<file path="src/rtl/mem_port_arbiter.sv">
// -----------------------------------------------------------------------------
// mem_port_arbiter
//
// Shares one single-ported memory between the instruction-fetch path (if_*)
// and the load/store path (d_*) of the core. Data accesses win by default; a
// starvation counter hands the port to a waiting fetch after STARVE_LIMIT
// consecutive data grants.
//
// Every access walks IDLE -> GRANT_x -> RESP -> IDLE, so a zero-wait memory
// gives a 3-cycle request-to-ack time. The RESP cycle holds off re-arbitration
// so a requester can drop or renew its req after seeing ack.
//
// Ports
//   clk, reset_n            clock, asynchronous active-low reset
//   if_req/if_addr          fetch request (held until if_ack)
//   if_ack/if_rdata         one-cycle completion pulse, fetched word
//   d_req/d_we/d_addr/d_wdata  load/store request (held until d_ack)
//   d_ack/d_rdata           one-cycle completion pulse, load data
//   mem_req/mem_we/mem_addr/mem_wdata  request to memory, held until mem_ack
//   mem_ack/mem_rdata       memory completion and read data
//   busy                    high whenever the FSM is not in IDLE
//
// Parameters
//   ADDR_W, DATA_W          address and data widths
//   STARVE_LIMIT            data grants tolerated while a fetch waits (1..15)
// -----------------------------------------------------------------------------
module mem_port_arbiter #(
    parameter int ADDR_W       = 16,
    parameter int DATA_W       = 16,
    parameter int STARVE_LIMIT = 4
) (
    input  logic              clk,
    input  logic              reset_n,
    // instruction fetch port
    input  logic              if_req,
    input  logic [ADDR_W-1:0] if_addr,
    output logic              if_ack,
    output logic [DATA_W-1:0] if_rdata,
    // load/store port
    input  logic              d_req,
    input  logic              d_we,
    input  logic [ADDR_W-1:0] d_addr,
    input  logic [DATA_W-1:0] d_wdata,
    output logic              d_ack,
    output logic [DATA_W-1:0] d_rdata,
    // memory port
    output logic              mem_req,
    output logic              mem_we,
    output logic [ADDR_W-1:0] mem_addr,
    output logic [DATA_W-1:0] mem_wdata,
    input  logic              mem_ack,
    input  logic [DATA_W-1:0] mem_rdata,
    // status
    output logic              busy
);

    // Counter is 4 bits wide, which is why the limit tops out at 15.
    localparam logic [3:0] STARVE_MAX = 4'(STARVE_LIMIT);

    typedef enum logic [1:0] {
        IDLE     = 2'd0,
        GRANT_IF = 2'd1,
        GRANT_D  = 2'd2,
        RESP     = 2'd3
    } state_t;

    state_t            state_reg;
    logic [3:0]        starve_cnt_reg;

    logic              mem_req_reg;
    logic              mem_we_reg;
    logic [ADDR_W-1:0] mem_addr_reg;
    logic [DATA_W-1:0] mem_wdata_reg;
    logic              if_ack_reg;
    logic              d_ack_reg;
    logic [DATA_W-1:0] if_rdata_reg;
    logic [DATA_W-1:0] d_rdata_reg;
    logic              busy_reg;

    // Arbitration decision, only acted upon in IDLE.
    logic              starved_next;
    logic              grant_d_next;
    logic              grant_if_next;
    logic [3:0]        starve_cnt_next;

    always_comb begin
        starved_next    = if_req && (starve_cnt_reg == STARVE_MAX);
        grant_d_next    = d_req && !starved_next;
        grant_if_next   = if_req && !grant_d_next;
        starve_cnt_next = starve_cnt_reg;
        if (grant_d_next) begin
            // Only data grants that actually overtake a waiting fetch count.
            if (!if_req) begin
                starve_cnt_next = 4'd0;
            end else if (starve_cnt_reg < STARVE_MAX) begin
                starve_cnt_next = starve_cnt_reg + 4'd1;
            end
        end else if (grant_if_next) begin
            starve_cnt_next = 4'd0;
        end
    end

    // Single FSM process; every output is a register so the memory and both
    // requesters see glitch-free, edge-aligned handshakes.
    always_ff @(posedge clk or negedge reset_n) begin
        if (!reset_n) begin
            state_reg      <= IDLE;
            starve_cnt_reg <= 4'd0;
            mem_req_reg    <= 1'b0;
            mem_we_reg     <= 1'b0;
            mem_addr_reg   <= '0;
            mem_wdata_reg  <= '0;
            if_ack_reg     <= 1'b0;
            d_ack_reg      <= 1'b0;
            if_rdata_reg   <= '0;
            d_rdata_reg    <= '0;
            busy_reg       <= 1'b0;
        end else begin
            case (state_reg)
                IDLE: begin
                    if_ack_reg <= 1'b0;
                    d_ack_reg  <= 1'b0;
                    if (grant_d_next) begin
                        state_reg      <= GRANT_D;
                        starve_cnt_reg <= starve_cnt_next;
                        mem_req_reg    <= 1'b1;
                        mem_we_reg     <= d_we;
                        mem_addr_reg   <= d_addr;
                        mem_wdata_reg  <= d_wdata;
                        busy_reg       <= 1'b1;
                    end else if (grant_if_next) begin
                        state_reg      <= GRANT_IF;
                        starve_cnt_reg <= starve_cnt_next;
                        mem_req_reg    <= 1'b1;
                        mem_we_reg     <= 1'b0;
                        mem_addr_reg   <= if_addr;
                        // No store data on a fetch; avoid leaking stale data.
                        mem_wdata_reg  <= '0;
                        busy_reg       <= 1'b1;
                    end
                end

                GRANT_IF: begin
                    // Completes even if if_req was dropped mid-access.
                    if (mem_ack) begin
                        state_reg    <= RESP;
                        mem_req_reg  <= 1'b0;
                        if_rdata_reg <= mem_rdata;
                        if_ack_reg   <= 1'b1;
                    end
                end

                GRANT_D: begin
                    // Stores capture mem_rdata too; d_rdata is don't-care then.
                    if (mem_ack) begin
                        state_reg   <= RESP;
                        mem_req_reg <= 1'b0;
                        d_rdata_reg <= mem_rdata;
                        d_ack_reg   <= 1'b1;
                    end
                end

                RESP: begin
                    // Ack is visible for this one cycle only; mem_ack ignored.
                    state_reg  <= IDLE;
                    if_ack_reg <= 1'b0;
                    d_ack_reg  <= 1'b0;
                    busy_reg   <= 1'b0;
                end

                default: begin
                    state_reg   <= IDLE;
                    mem_req_reg <= 1'b0;
                    if_ack_reg  <= 1'b0;
                    d_ack_reg   <= 1'b0;
                    busy_reg    <= 1'b0;
                end
            endcase
        end
    end

    assign mem_req   = mem_req_reg;
    assign mem_we    = mem_we_reg;
    assign mem_addr  = mem_addr_reg;
    assign mem_wdata = mem_wdata_reg;
    assign if_ack    = if_ack_reg;
    assign if_rdata  = if_rdata_reg;
    assign d_ack     = d_ack_reg;
    assign d_rdata   = d_rdata_reg;
    assign busy      = busy_reg;

endmodule

</file>
<file path="config.mk">
export PLATFORM = sky130hd
export DESIGN_NAME = mem_port_arbiter
export DESIGN_NICKNAME = d
export VERILOG_FILES = /design/src/rtl/mem_port_arbiter.sv
export SDC_FILE = /design/constraint.sdc
export NUM_CORES = 1
export LEC_CHECK = 0
export BUFFER_PORTS_ARGS = -buffer_cell sky130_fd_sc_hd__buf_2
export CORE_AREA = 2 2 81 90
export CTS_BUF_LIST = sky130_fd_sc_hd__clkbuf_4
export DETAILED_ROUTE_END_ITERATION = 6
export DIE_AREA = 0 0 83 92
export PLACE_DENSITY_LB_ADDON = 0.2
export SLEW_MARGIN = 10
export SYNTH_ARGS = -nofsm -noshare
export SYNTH_HDL_FRONTEND = slang
export SYNTH_SLANG_ARGS = --single-unit
</file>
<file path="constraint.sdc">
create_clock -name clk -period 1.9 [get_ports clk]
set_input_delay 0.095 -clock clk [delete_from_list [all_inputs] [get_ports clk]]
set_output_delay 0.095 -clock clk [all_outputs]
set_load 0.1 [all_outputs]
</file>
==> impl_metrics.json <==
{
  "status": "finished, final reports clean",
  "wl_per_cell_um": 14.30,
  "dr.first_iter.drc_count": 110,
  "tightest_slew_ns": 0.5260,
  "timing.fmax_mhz": 595.8,
  "maxSlewViolCount": 0,
  "yosys.area_share.xor_xnor_pct": 0,
  "core_sq_um": 6847,
  "seqCellArea_sq_um": 1877,
  "top_layer_used": "met4",
  "synthMuxAreaShare_pct": 11.57,
  "dr.pass1.iters": 4,
  "crit_type": "register to register",
  "cts_tree": "built",
  "totalWireLength_um": 8411,
  "synthTopCellsByArea": "dfrtp_1 (58%), mux2_2 (12%), nand2_1 (6.8%)",
  "syn_area_per_cell_sq_um": 10.92,
  "die-area_sq_um": 7636,
  "numPortBuffers": 138,
  "finalSetupTns_ns": 0,
  "drc": 0,
  "gp_congestion": 0.7450,
  "netlist-cell-type-count": 27,
  "cp.required_ns": 2.21,
  "antenna_found_initial": 0,
  "yosysWarnings": 0,
  "fin_nets": 574,
  "grt_remaining_overflow": 0,
  "grt_pass1_wl_um": 13790,
  "synth-compound-area-share_pct": 12.93,
  "ys_seq_area_share_pct": 58.43,
  "ios": 139,
  "clk_latency_ns": 0.40,
  "final.setup.worst_slack_ns": 0.2216,
  "syn_nets": 370,
  "ys_ff_latch": 75,
  "yosysMostFrequentCell": "dfrtp_1",
  "drive_gt1_share_pct": 41.35,
  "clock-skew-final_ns": 0.01096,
  "relSlewSlack_pct": 64.93,
  "arrival_ns": 1.99,
  "vias": 2915,
  "yosysTopAreaCell": "dfrtp_1",
  "startpoint": "state_reg[0]",
  "met2_length_um": 4231,
  "dp_hpwl_um": 5021,
  "path_clk_slew_ns": 0.11,
  "cts_inserted_buffers": 9,
  "die_w_um": 83,
  "cp-end-kind": "register",
  "multiInputGateArea_sq_um": 1220,
  "synth_top_cell_area_share_pct": 58.43,
  "syn_area_sq_um": 3212,
  "root_buffer": "clkbuf_4",
  "wl_met1_um": 3349,
  "num-fill-cells": 500,
  "min_from": "d_addr[7]",
  "maxCapViolations": 0,
  "dieHeight_um": 92,
  "rsz0062_at_grt": "false",
  "synth_commonest_cells": "dfrtp_1 (75), nand2_1 (58), mux2_2 (33)",
  "cp-start-kind": "register",
  "period_minus_slack_ns": 1.678,
  "synth_top_family_by_area": "compound AO/OA/AOI/OAI gates",
  "diodes": 0,
  "finalSetupViolCount": 0,
  "fin_crit_sh_pct": 88.34,
  "vias_per_cell": 4.957,
  "finalHoldViolCount": 0,
  "htree_levels": 3,
  "wl_met3_um": 669,
  "grtUsageTotal_pct": 22.45,
  "pre_cts_slack_ns": 0.03387,
  "synthCells": 294,
  "area_growth_pct": 48.66,
  "async_flop_share_pct": 100.0,
  "drt.antenna.violating_nets": 0,
  "synth_flop_cell": "dfrtp_1",
  "worst_hold_path_type": "input pin to register",
  "clkSinkCount": 75,
  "worstPathMaxFanout": 23,
  "synth-adder-area-share_pct": 2.337,
  "synth-edff-count": 0,
  "floorplan.initialDensity_pct": 46.91,
  "grt_max_degree": 40,
  "grt_pass1_vias": 2995,
  "num_rows": 32,
  "cts_buffer_depth": 2,
  "r2r_start": "state_reg[0]",
  "yosys.area_share.simple_pct": 10.79
}
-- final cells by class --
cell class	instances	share of cell area (%)
clock buffers	11	1.730
clock inverters	5	1.127
inverters	7	0.5503
multi-input cells	195	25.55
flip-flops and latches	75	39.31
well taps	85	2.227
repair buffers	210	29.51
-- metrics by stage --
| stage | cell area (sq um) | instances | util [%] | hold slack, ns |
|---|---|---|---|---|
| 2_1_floorplan | 3212 | 294 | - | -0.2006 |
| 3_3_place_gp | 3984 | 507 | 58.19 | 0.1058 |
| 3_5_place_dp | 3984 | 507 | 58.19 | 0.1059 |
| 4_1_cts | 4772 | 588 | 69.70 | 0.002037 |
| 5_1_grt | 4775 | 588 | 69.74 | 0.01962 |
| 6_report | 4775 | 588 | 69.74 | 0.02940 |
-- path summary, 6_finish.rpt --
check | cells after the start | slack, ns | end
min | 3 | 0.03 | mem_addr[7]
max reg2reg | 6 | 0.22 | mem_wdata[2]
min in group asynchronous | 2 | 0.21 | d_rdata[14]
min reg2reg | 2 | 0.49 | mem_wdata[14]
max in group asynchronous | 3 | 1.11 | mem_addr[4]
max | 6 | 0.22 | mem_wdata[2]
-- placed cells by master (no fill, tap or decap) --
cell type | synthesis | final
o21a_1 | 1 | 1
ha_1 | 6 | 5
o2bb2ai_1 | 1 | 1
nor2b_1 | 3 | 3
and2_2 | 0 | 1
nor2_1 | 19 | 19
a21o_1 | 1 | 1
nor4_1 | 1 | 1
bufinv_16 | 0 | 1
nand4b_1 | 1 | 1
o32ai_1 | 1 | 1
clkinvlp_4 | 0 | 2
nor3_1 | 1 | 1
clkbuf_4 | 0 | 11
buf_2 | 11 | 137
o21ai_0 | 24 | 24
nand2_1 | 58 | 58
a21oi_2 | 10 | 10
a21boi_0 | 1 | 1
clkinv_2 | 0 | 1
buf_4 | 2 | 7
clkinv_1 | 0 | 1
a31oi_1 | 1 | 1
dlygate4sd3_1 | 0 | 65
nand2_2 | 2 | 2
dfrtp_1 | 75 | 75
a21oi_1 | 27 | 27
inv_1 | 7 | 7
a22o_1 | 2 | 2
o21ai_4 | 0 | 1
buf_12 | 0 | 1
ha_2 | 0 | 1
mux2_2 | 33 | 33
-- critical path, stage by stage (launching register included) --
cell and delay, ns:
dfrtp_1 0.43, inv_1 0.10, ha_2 0.29, o21a_1 0.22, buf_4 0.29, nand2_1 0.09
o21ai_0 0.17
-- logic make-up after synthesis --
group | after synthesis
multiplexers | 33
buffers and inverters | 24
adder cells (fa/ha/maj) | 6
flip-flops | 75
AND/OR/NAND/NOR | 86
AO/OA/AOI/OAI | 70
-- timing repair --
item	4_1_cts	5_1_grt
buffers inserted	0	0
hold buffers	65	0
gates resized for setup	1	1
endpoints found under the hold margin	105	0
endpoints found under the setup margin	1	2
-- metal layers --
layer / global-route usage (%) / up-vias
met5: 0 / -
met2: 38.51 / 135
met3: 6.211 / 20
met4: 7.514 / 0
li1: - / 1397
met1: 27.41 / 1363
Power is not shown: default switching activity piles up to over one toggle a cycle in this logic, so the estimate is an artifact.
